$ cat config.mk
export PLATFORM = sky130hd
export DESIGN_NAME = pc_fetch_ctrl_flat
export DESIGN_NICKNAME = d
export VERILOG_FILES = /design/src/rtl/pc_fetch_ctrl_if.sv /design/src/rtl/pc_fetch_ctrl.sv /design/src/flat_wrapper.sv
export SDC_FILE = /design/constraint.sdc
export NUM_CORES = 1
export LEC_CHECK = 0
export CAP_MARGIN = 20
export CORE_UTILIZATION = 46
export DETAILED_ROUTE_END_ITERATION = 8
export HOLD_SLACK_MARGIN = 0.08
export PLACE_DENSITY = 0.86
export RECOVER_POWER = 25
export SYNTH_ARGS = -nofsm -noshare
export SYNTH_HDL_FRONTEND = slang
export SYNTH_SLANG_ARGS = --single-unit
$ cat constraint.sdc
create_clock -name clk -period 2.4 [get_ports clk]
set_clock_uncertainty 0.15 [all_clocks]
set_input_delay 0.48 -clock clk [delete_from_list [all_inputs] [get_ports clk]]
set_output_delay 0.48 -clock clk [all_outputs]
set_load 0.01 [all_outputs]
$ cat src/rtl/pc_fetch_ctrl_if.sv
// Bus bundle between the fetch controller and its surroundings: PC register
// write port, instruction-memory request/response, decode handshake and the
// branch redirect. The controller takes the master side.
interface pc_fetch_ctrl_if;
  logic [15:0] pc_cur;
  logic [15:0] pc_next;
  logic        pc_wen;
  logic        imem_req;
  logic [15:0] imem_addr;
  logic        imem_valid;
  logic [15:0] imem_data;
  logic [15:0] instr_out;
  logic        instr_valid;
  logic        instr_ready;
  logic        br_taken;
  logic [15:0] br_target;
  logic        halted;

  modport master (
    input  pc_cur, imem_valid, imem_data, instr_ready, br_taken, br_target,
    output pc_next, pc_wen, imem_req, imem_addr, instr_out, instr_valid, halted
  );

  modport slave (
    output pc_cur, imem_valid, imem_data, instr_ready, br_taken, br_target,
    input  pc_next, pc_wen, imem_req, imem_addr, instr_out, instr_valid, halted
  );
endinterface

$ cat src/rtl/pc_fetch_ctrl.sv
// Instruction-fetch controller: one memory request per instruction, decode
// handshake on the returned word, then a PC write of PC+2 or a branch target.
// A HLT opcode stops fetching until reset.
module pc_fetch_ctrl #(
  parameter logic [3:0] HLT_OP = 4'hF
) (
  input  logic            clk,
  input  logic            rst,
  pc_fetch_ctrl_if.master bus
);

  typedef enum logic [2:0] {
    S_FETCH,
    S_WAIT,
    S_HOLD,
    S_REDIR,
    S_HALT
  } state_t;

  state_t      r_state;
  logic [15:0] r_pc_next;
  logic        r_pc_wen;
  logic [15:0] r_instr_out;
  logic        r_instr_valid;
  logic        r_halted;
  logic        r_redir_pend;
  logic [15:0] r_tgt;
  logic        r_hlt_flag;

  logic        w_is_hlt;
  logic [15:0] w_pc_inc;

  assign w_is_hlt = (bus.imem_data[15:12] == HLT_OP);
  assign w_pc_inc = bus.pc_cur + 16'd2;

  // The request is a state decode; it is held off while reset is asserted so
  // a long reset still yields a single request once it releases.
  assign bus.imem_req    = (r_state == S_FETCH) && !rst;
  assign bus.imem_addr   = bus.pc_cur;
  assign bus.pc_next     = r_pc_next;
  assign bus.pc_wen      = r_pc_wen;
  assign bus.instr_out   = r_instr_out;
  assign bus.instr_valid = r_instr_valid;
  assign bus.halted      = r_halted;

  // Fetch state machine with registered outputs; a branch pulse overrides the
  // normal PC+2 path and any handshake completing in the same cycle.
  always_ff @(posedge clk) begin
    if (rst) begin
      r_state       <= S_FETCH;
      r_pc_next     <= 16'h0000;
      r_pc_wen      <= 1'b0;
      r_instr_out   <= 16'h0000;
      r_instr_valid <= 1'b0;
      r_halted      <= 1'b0;
      r_redir_pend  <= 1'b0;
      r_tgt         <= 16'h0000;
      r_hlt_flag    <= 1'b0;
    end else begin
      if (bus.br_taken && (r_state != S_HALT)) begin
        r_tgt <= bus.br_target;
      end
      case (r_state)
        S_FETCH: begin
          r_pc_wen <= 1'b0;
          if (bus.br_taken) begin
            r_redir_pend <= 1'b1;
          end
          r_state <= S_WAIT;
        end
        S_WAIT: begin
          if (bus.imem_valid && (bus.br_taken || r_redir_pend)) begin
            // Response belongs to a squashed path: drop it and redirect.
            r_pc_next    <= bus.br_taken ? bus.br_target : r_tgt;
            r_pc_wen     <= 1'b1;
            r_redir_pend <= 1'b0;
            r_state      <= S_REDIR;
          end else if (bus.br_taken) begin
            r_redir_pend <= 1'b1;
          end else if (bus.imem_valid) begin
            r_instr_out   <= bus.imem_data;
            r_instr_valid <= 1'b1;
            if (w_is_hlt) begin
              r_hlt_flag <= 1'b1;
            end else begin
              r_pc_next <= w_pc_inc;
              r_pc_wen  <= 1'b1;
            end
            r_state <= S_HOLD;
          end
        end
        S_HOLD: begin
          if (bus.br_taken) begin
            r_instr_valid <= 1'b0;
            r_hlt_flag    <= 1'b0;
            r_pc_next     <= bus.br_target;
            r_pc_wen      <= 1'b1;
            r_redir_pend  <= 1'b0;
            r_state       <= S_REDIR;
          end else begin
            r_pc_wen <= 1'b0;
            if (bus.instr_ready) begin
              r_instr_valid <= 1'b0;
              if (r_hlt_flag) begin
                r_halted <= 1'b1;
                r_state  <= S_HALT;
              end else begin
                r_state <= S_FETCH;
              end
            end
          end
        end
        S_REDIR: begin
          if (bus.br_taken) begin
            // A newer target replaces the one being written; stay one more cycle.
            r_pc_next <= bus.br_target;
            r_pc_wen  <= 1'b1;
          end else begin
            r_pc_wen <= 1'b0;
            r_state  <= S_FETCH;
          end
        end
        S_HALT: begin
          r_pc_wen <= 1'b0;
        end
        default: begin
          r_pc_wen <= 1'b0;
          r_state  <= S_FETCH;
        end
      endcase
    end
  end

endmodule
$ cat src/flat_wrapper.sv
// flat-port wrapper written by rule: the top's interface ports become plain ports
module pc_fetch_ctrl_flat 
#(
  parameter logic [3:0] HLT_OP = 4'hF
)
  (clk, rst, bus_pc_cur, bus_imem_valid, bus_imem_data, bus_instr_ready, bus_br_taken, bus_br_target, bus_pc_next, bus_pc_wen, bus_imem_req, bus_imem_addr, bus_instr_out, bus_instr_valid, bus_halted);
  pc_fetch_ctrl_if bus_i ();
  input  logic clk;
  input  logic rst;
  input wire logic [$bits(bus_i.pc_cur)-1:0] bus_pc_cur;
  input wire logic [$bits(bus_i.imem_valid)-1:0] bus_imem_valid;
  input wire logic [$bits(bus_i.imem_data)-1:0] bus_imem_data;
  input wire logic [$bits(bus_i.instr_ready)-1:0] bus_instr_ready;
  input wire logic [$bits(bus_i.br_taken)-1:0] bus_br_taken;
  input wire logic [$bits(bus_i.br_target)-1:0] bus_br_target;
  output wire logic [$bits(bus_i.pc_next)-1:0] bus_pc_next;
  output wire logic [$bits(bus_i.pc_wen)-1:0] bus_pc_wen;
  output wire logic [$bits(bus_i.imem_req)-1:0] bus_imem_req;
  output wire logic [$bits(bus_i.imem_addr)-1:0] bus_imem_addr;
  output wire logic [$bits(bus_i.instr_out)-1:0] bus_instr_out;
  output wire logic [$bits(bus_i.instr_valid)-1:0] bus_instr_valid;
  output wire logic [$bits(bus_i.halted)-1:0] bus_halted;
  assign bus_i.pc_cur = bus_pc_cur;
  assign bus_i.imem_valid = bus_imem_valid;
  assign bus_i.imem_data = bus_imem_data;
  assign bus_i.instr_ready = bus_instr_ready;
  assign bus_i.br_taken = bus_br_taken;
  assign bus_i.br_target = bus_br_target;
  assign bus_pc_next = bus_i.pc_next;
  assign bus_pc_wen = bus_i.pc_wen;
  assign bus_imem_req = bus_i.imem_req;
  assign bus_imem_addr = bus_i.imem_addr;
  assign bus_instr_out = bus_i.instr_out;
  assign bus_instr_valid = bus_i.instr_valid;
  assign bus_halted = bus_i.halted;
  pc_fetch_ctrl #(.HLT_OP(HLT_OP)) u_core (.clk(clk), .rst(rst), .bus(bus_i));
endmodule
==> Word level (Yosys, flattened, before mapping) <==
Index checks and enable logic that the tools add are counted.
{ "word_totals": {"register_bits": 56, "in_bits": 53, "output_inout_bits": 52, "word_cells": 84} }
{ "classes": {"addsub": 1, "eq_ne": 17, "muxes": 36, "bitwise_logic": 3, "n_reduce_logical": 18} }
{ "ops": {"columns": ["cell", "count"], "rows": [
  ["two-way mux 16 bit", 6],
  ["case mux 16 bit (2 select lines)", 1],
  ["two-way mux 3 bit", 7],
  ["two-way mux 1 bit", 17],
  ["adder 16 x 2 -> 16 bit, second input constant", 1],
  ["case mux 3 bit (5 select lines)", 1],
  ["AND reduction 5 bit", 3],
  ["!= test 2 bit, second input constant", 5],
  ["!= test 3 bit, second input constant", 3],
  ["AND reduction 4 bit", 2],
  ["equality test 3 x 2 -> 1 bit, second input constant", 2],
  ["!= test 3 x 2 -> 1 bit, second input constant", 2],
  ["case mux 1 bit (2 select lines)", 3],
  ["AND reduction 6 bit", 1],
  ["equality test 4 bit, second input constant", 1],
  ["!= test 2 x 1 -> 1 bit, second input constant", 2],
  ["nonzero test 2 bit", 2],
  ["equality test 3 x 1 -> 1 bit, second input constant", 1],
  ["equality test 3 bit, second input constant", 1],
  ["logical AND 1 bit", 3],
  ["zero test 3 bit", 1],
  ["inverter 1 bit", 3],
  ["case mux 1 bit (3 select lines)", 1],
  ["AND reduction 3 bit", 1],
  ["5 further kinds", 5]
]} }

==> Depth between registers and ports, before layout <==
Gate-level depths: netlist (run 1).
{ "depth": {"ltp_word": 6, "mapped_depth": 8, "mapped_depth_nobuf": 6} }

==> Worst setup path before layout (run 1) <==
OpenSTA, ideal clock, no wires.
{ "synth_path": {"path_type": "input-to-reg", "startpoint": "in bus_br_taken", "endpoint": "reg u_core.r_pc_next[11] (netlist: u_core.bus.pc_next[11])", "setup_ns": 0.096, "t_arrival_ns": 1.656, "path_slack_ns": 0.498, "cell_stages": 7, "path_buffers": 3, "cell_sequence": "buf_4 -> inv_2 -> and3_4 -> a221o_1 -> buf_6 -> buf_6 -> o41ai_2"} }
{ "synth_between": {"elab_chain_cells": 4, "elab_cells_between_ends": 10} }
{ "synth_lines": {"columns": ["element", "line", "rtl"], "rows": [
  ["start: declaration", "flat_wrapper.sv:14", "input wire logic [$bits(bus_i.br_taken)-1:0] bus_br_taken;"],
  ["logical OR 1 bit", "pc_fetch_ctrl.sv:72", "if (bus.imem_valid && (bus.br_taken || r_redir_pend)) begin"],
  ["logical AND 1 bit", "pc_fetch_ctrl.sv:72", null],
  ["!= test 3 bit (no line) (tied with other cells)", null, null],
  ["AND reduction 5 bit (no line) or case mux 16 bit (2 select lines) (tied branches)", null, null],
  ["end signal: assignment", "pc_fetch_ctrl.sv:74", "r_pc_next <= bus.br_taken ? bus.br_target : r_tgt;"],
  ["end signal: assignment", "pc_fetch_ctrl.sv:86", "r_pc_next <= w_pc_inc;"],
  ["end signal: assignment", "pc_fetch_ctrl.sv:96", "r_pc_next <= bus.br_target;"],
  ["end: declaration", "pc_fetch_ctrl.sv:21", "logic [15:0] r_pc_next;"]
]} }
Several ways; a longest one is shown, not always the timed one.
A chain may end at the register's enable or synchronous reset.

==> Final worst setup path (run 1) <==
{ "layout_path": {"startpoint": "in bus_pc_cur[3]", "endpoint": "out bus_imem_addr[3]"} }
{ "layout_lines": {"columns": ["element", "line", "rtl"], "rows": [
  ["start: declaration", "flat_wrapper.sv:10", "input wire logic [$bits(bus_i.pc_cur)-1:0] bus_pc_cur;"],
  ["end: declaration", "flat_wrapper.sv:19", "output wire logic [$bits(bus_i.imem_addr)-1:0] bus_imem_addr;"]
]} }
No word-level cell between the ends.

==> flow_summary.json, run 1 <==
{
  "status": "finished, violations left",
  "violations": "design-rule violations",
  "dp_hpwl_mm": 6.03,
  "cts_tree": "done",
  "clockBufferDepth": 2,
  "drv_slew": 0,
  "ys_types": 53,
  "die_width_um": 83.0,
  "synth-edff-count": 0,
  "root_buffer": "clkbuf_8",
  "cpPeakStageDelay_ns": 0.54,
  "most-common-layout-cells": "clkdlybuf4s50_1 (79), dfxtp_1 (56), a21oi_1 (36), nor2_1 (34), nand2_1 (31)",
  "cp_common_cell": "clkdlybuf4s50_1",
  "critPathLaunchType": "primary input",
  "via_per_inst": 5.66,
  "ys_ff_latch": 56,
  "antenna_cells": 0,
  "htreeDepth": 2,
  "nets": 513,
  "grt_max_degree": 57,
  "ys_warn_count": 0,
  "portBuffers": 104,
  "io_pins": 105,
  "rsz0062_at_grt": "no",
  "routed-wl-met3_um": 653,
  "routed_wl_mm": 8.23,
  "num_rows": 29,
  "synth_flop_cell": "dfxtp_1",
  "grt_usage_pct": 23.8,
  "vias": 3042,
  "crit_chain": "clkdlybuf4s50_1 -> buf_4 -> clkdlybuf4s50_1",
  "hold_buffers": 0,
  "yosys.area_share.simple_pct": 19.9,
  "power_density_nw_per_um2": 499,
  "syn_avg_cell_area_sq_um": 8.37,
  "stdcell_count": 537,
  "ir_drop_uv": 412,
  "reg2reg_slack_ns": 0.35,
  "hold_viol": 0,
  "grt_pass1_wl_mm": 13.6,
  "min_period_ns": 2.33,
  "clkSlewWorstSetupHoldPaths_ns": 0.09,
  "highest_layer": "met4",
  "synth_compound_area_share_pct": 20.7,
  "drv_cap": 0,
  "cts_made_buffers": 5,
  "synth_mux_area_share_pct": 9.03,
  "end_kind": "output pin",
  "finalWorstSetupSlack_ns": 0.0708,
  "synthXorXnorAreaFrac_pct": 2.32,
  "place_congestion": 0.891,
  "grt_pass1_vias": 3084,
  "setup_viol": 0,
  "post-place-ws_ns": -0.157,
  "drtIter0Drc": 182,
  "synthArstFlopShare_pct": 0,
  "antenna_found_initial": 0,
  "fin_hold_ws_ns": 0.305,
  "critical_path.max_fanout": 3,
  "initial_core_util_pct": 47.6,
  "min_period_over_period_pct": 97.0,
  "cts.sinks": 56,
  "synth_cells": 361,
  "worst_ep_arrival_time_ns": 1.70,
  "ys_seq_area_share_pct": 37.1,
  "synth-adder-area-share_pct": 0.414,
  "drive_gt1_share_pct": 12.2,
  "worstMarginPinSlew_ns": 0.593,
  "utilization_pct": 66.8,
  "dp_cells": 529,
  "drtAntennaViolNets": 0,
  "max_freq_mhz": 429,
  "clock_latency_ns": 0.31,
  "dieArea_sq_um": 6890,
  "wl_met1_mm": 3.31,
  "critPathRequiredTime_ns": 1.77,
  "dr.pass1.iters": 6,
  "p_leak_nw": 1.76,
  "synth_fp_nets": 415,
  "crit_slowest_cell": "clkdlybuf4s50_1",
  "area_growth_pct": 40.3,
  "grt.overflow.total": 0,
  "synth_top_family_by_area": "compound AO/OA/AOI/OAI gates",
  "drc": 2,
  "final_common_cell": "clkdlybuf4s50_1",
  "die_h_um": 83.0,
  "met2_length_mm": 4.11,
  "setup_tns_ns": 0,
  "hp-class": "reg2reg",
  "worstSetupPathType": "in2out",
  "maxSlewHeadroom_pct": 60.4,
  "wl_per_cell_um": 15.3,
  "syn_area_sq_um": 3020,
  "core_area_sq_um": 6350
}
-- synth_stat cells, drive strengths merged (3+ instances only) --
cell type | count | share of area, %
a221oi | 3 | 1.1
nand2 | 32 | 4.2
xor2 | 5 | 1.4
o22ai | 4 | 0.83
o221ai | 5 | 1.4
inv | 11 | 1.4
nor3 | 10 | 1.7
clkbuf | 10 | 1.2
a211oi | 8 | 2.0
o21ai | 13 | 2.2
or3 | 5 | 1.0
nor4 | 3 | 0.62
nand3 | 22 | 3.6
nand2b | 5 | 1.0
a21oi | 37 | 6.3
xnor2 | 3 | 0.87
nand3b | 3 | 1.2
mux2i | 25 | 8.3
a31oi | 4 | 0.83
dfxtp | 56 | 37
nor2 | 34 | 4.2
nand4 | 4 | 1.2
buf | 33 | 7.9
-- final timing paths --
kind                                end              start  depth (start not counted)
setup / recovery       bus_imem_addr[3]      bus_pc_cur[3]                          3
hold / removal        u_core.bus.halted  u_core.bus.halted                          2
setup reg to reg  u_core.bus.pc_next[6]  u_core.r_state[1]                          6
hold reg to reg       u_core.bus.halted  u_core.bus.halted                          2
-- flip-flops by register name, summed over array words and instances (netlist names) --
name,count
u_core.bus.instr_out,16
u_core.bus.pc_next,16
u_core.r_tgt,16
u_core.r_state,3
u_core.bus.halted,1
u_core.bus.instr_valid,1
u_core.bus.pc_wen,1
u_core.r_hlt_flag,1
u_core.r_redir_pend,1
-- logic make-up (layout without fill, tap and decap cells) --
logic type               after synthesis  after routing
buffers and inverters                 54            153
multiplexers                          27             27
flip-flops                            56             56
XOR/XNOR                               8              8
AND/OR/NAND/NOR                      122            122
AO/OA/AOI/OAI                         93             93
adder cells (fa/ha/maj)                1              1
-- what timing repair did --
item / 4_1_cts / 5_1_grt
setup endpoints to repair: 0 / 2
hold endpoints to repair: 0 / 0
buffers inserted: 0 / 0
resized for setup: 0 / 3
-- critical path, delay by kind of cell --
family                 cells  cell delay [ns]
buffers and inverters      3             1.21
-- power by group --
group	switching [mW]	leakage, nW	internal [mW]
registers	0.0340	0.458	0.984
clock network	0.303	0.0455	0.237
logic	0.261	1.26	0.298
-- final cells by class --
| cell class | count | area, sq um |
|---|---|---|
| fillers | 497 | 2110 |
| multi-input cells | 251 | 1600 |
| repair buffers | 134 | 1290 |
| flip-flops and latches | 56 | 1120 |
| well taps | 77 | 96.3 |
| clock buffers | 8 | 90.1 |
| inverters | 11 | 41.3 |
-- stage by stage --
stage	power (mW)	instance area, sq um
6_report	2.12	4240
3_5_place_dp	1.60	4140
3_3_place_gp	1.59	4140
2_1_floorplan	1.33	3020
5_1_grt	2.21	4240
4_1_cts	2.14	4230
-- per-layer routing --
layer	global-route usage (%)	vias to the layer above
met5	0	-
met4	9.40	0
met3	6.46	16
met2	42.0	118
met1	27.0	1441
li1	-	1467
Power figures use the tool's default switching activity.
==> run 2: changes to the inputs <==
- CTS_CLUSTER_SIZE: default -> 12
==> results of run 2 <==
No change in the layout: final DEF, timing and power equal those of run 1.
==> run 3: changes to the inputs <==
- SLEW_MARGIN: default -> 40
==> results of run 3 <==
No change in the layout: final DEF, timing and power equal those of run 1.
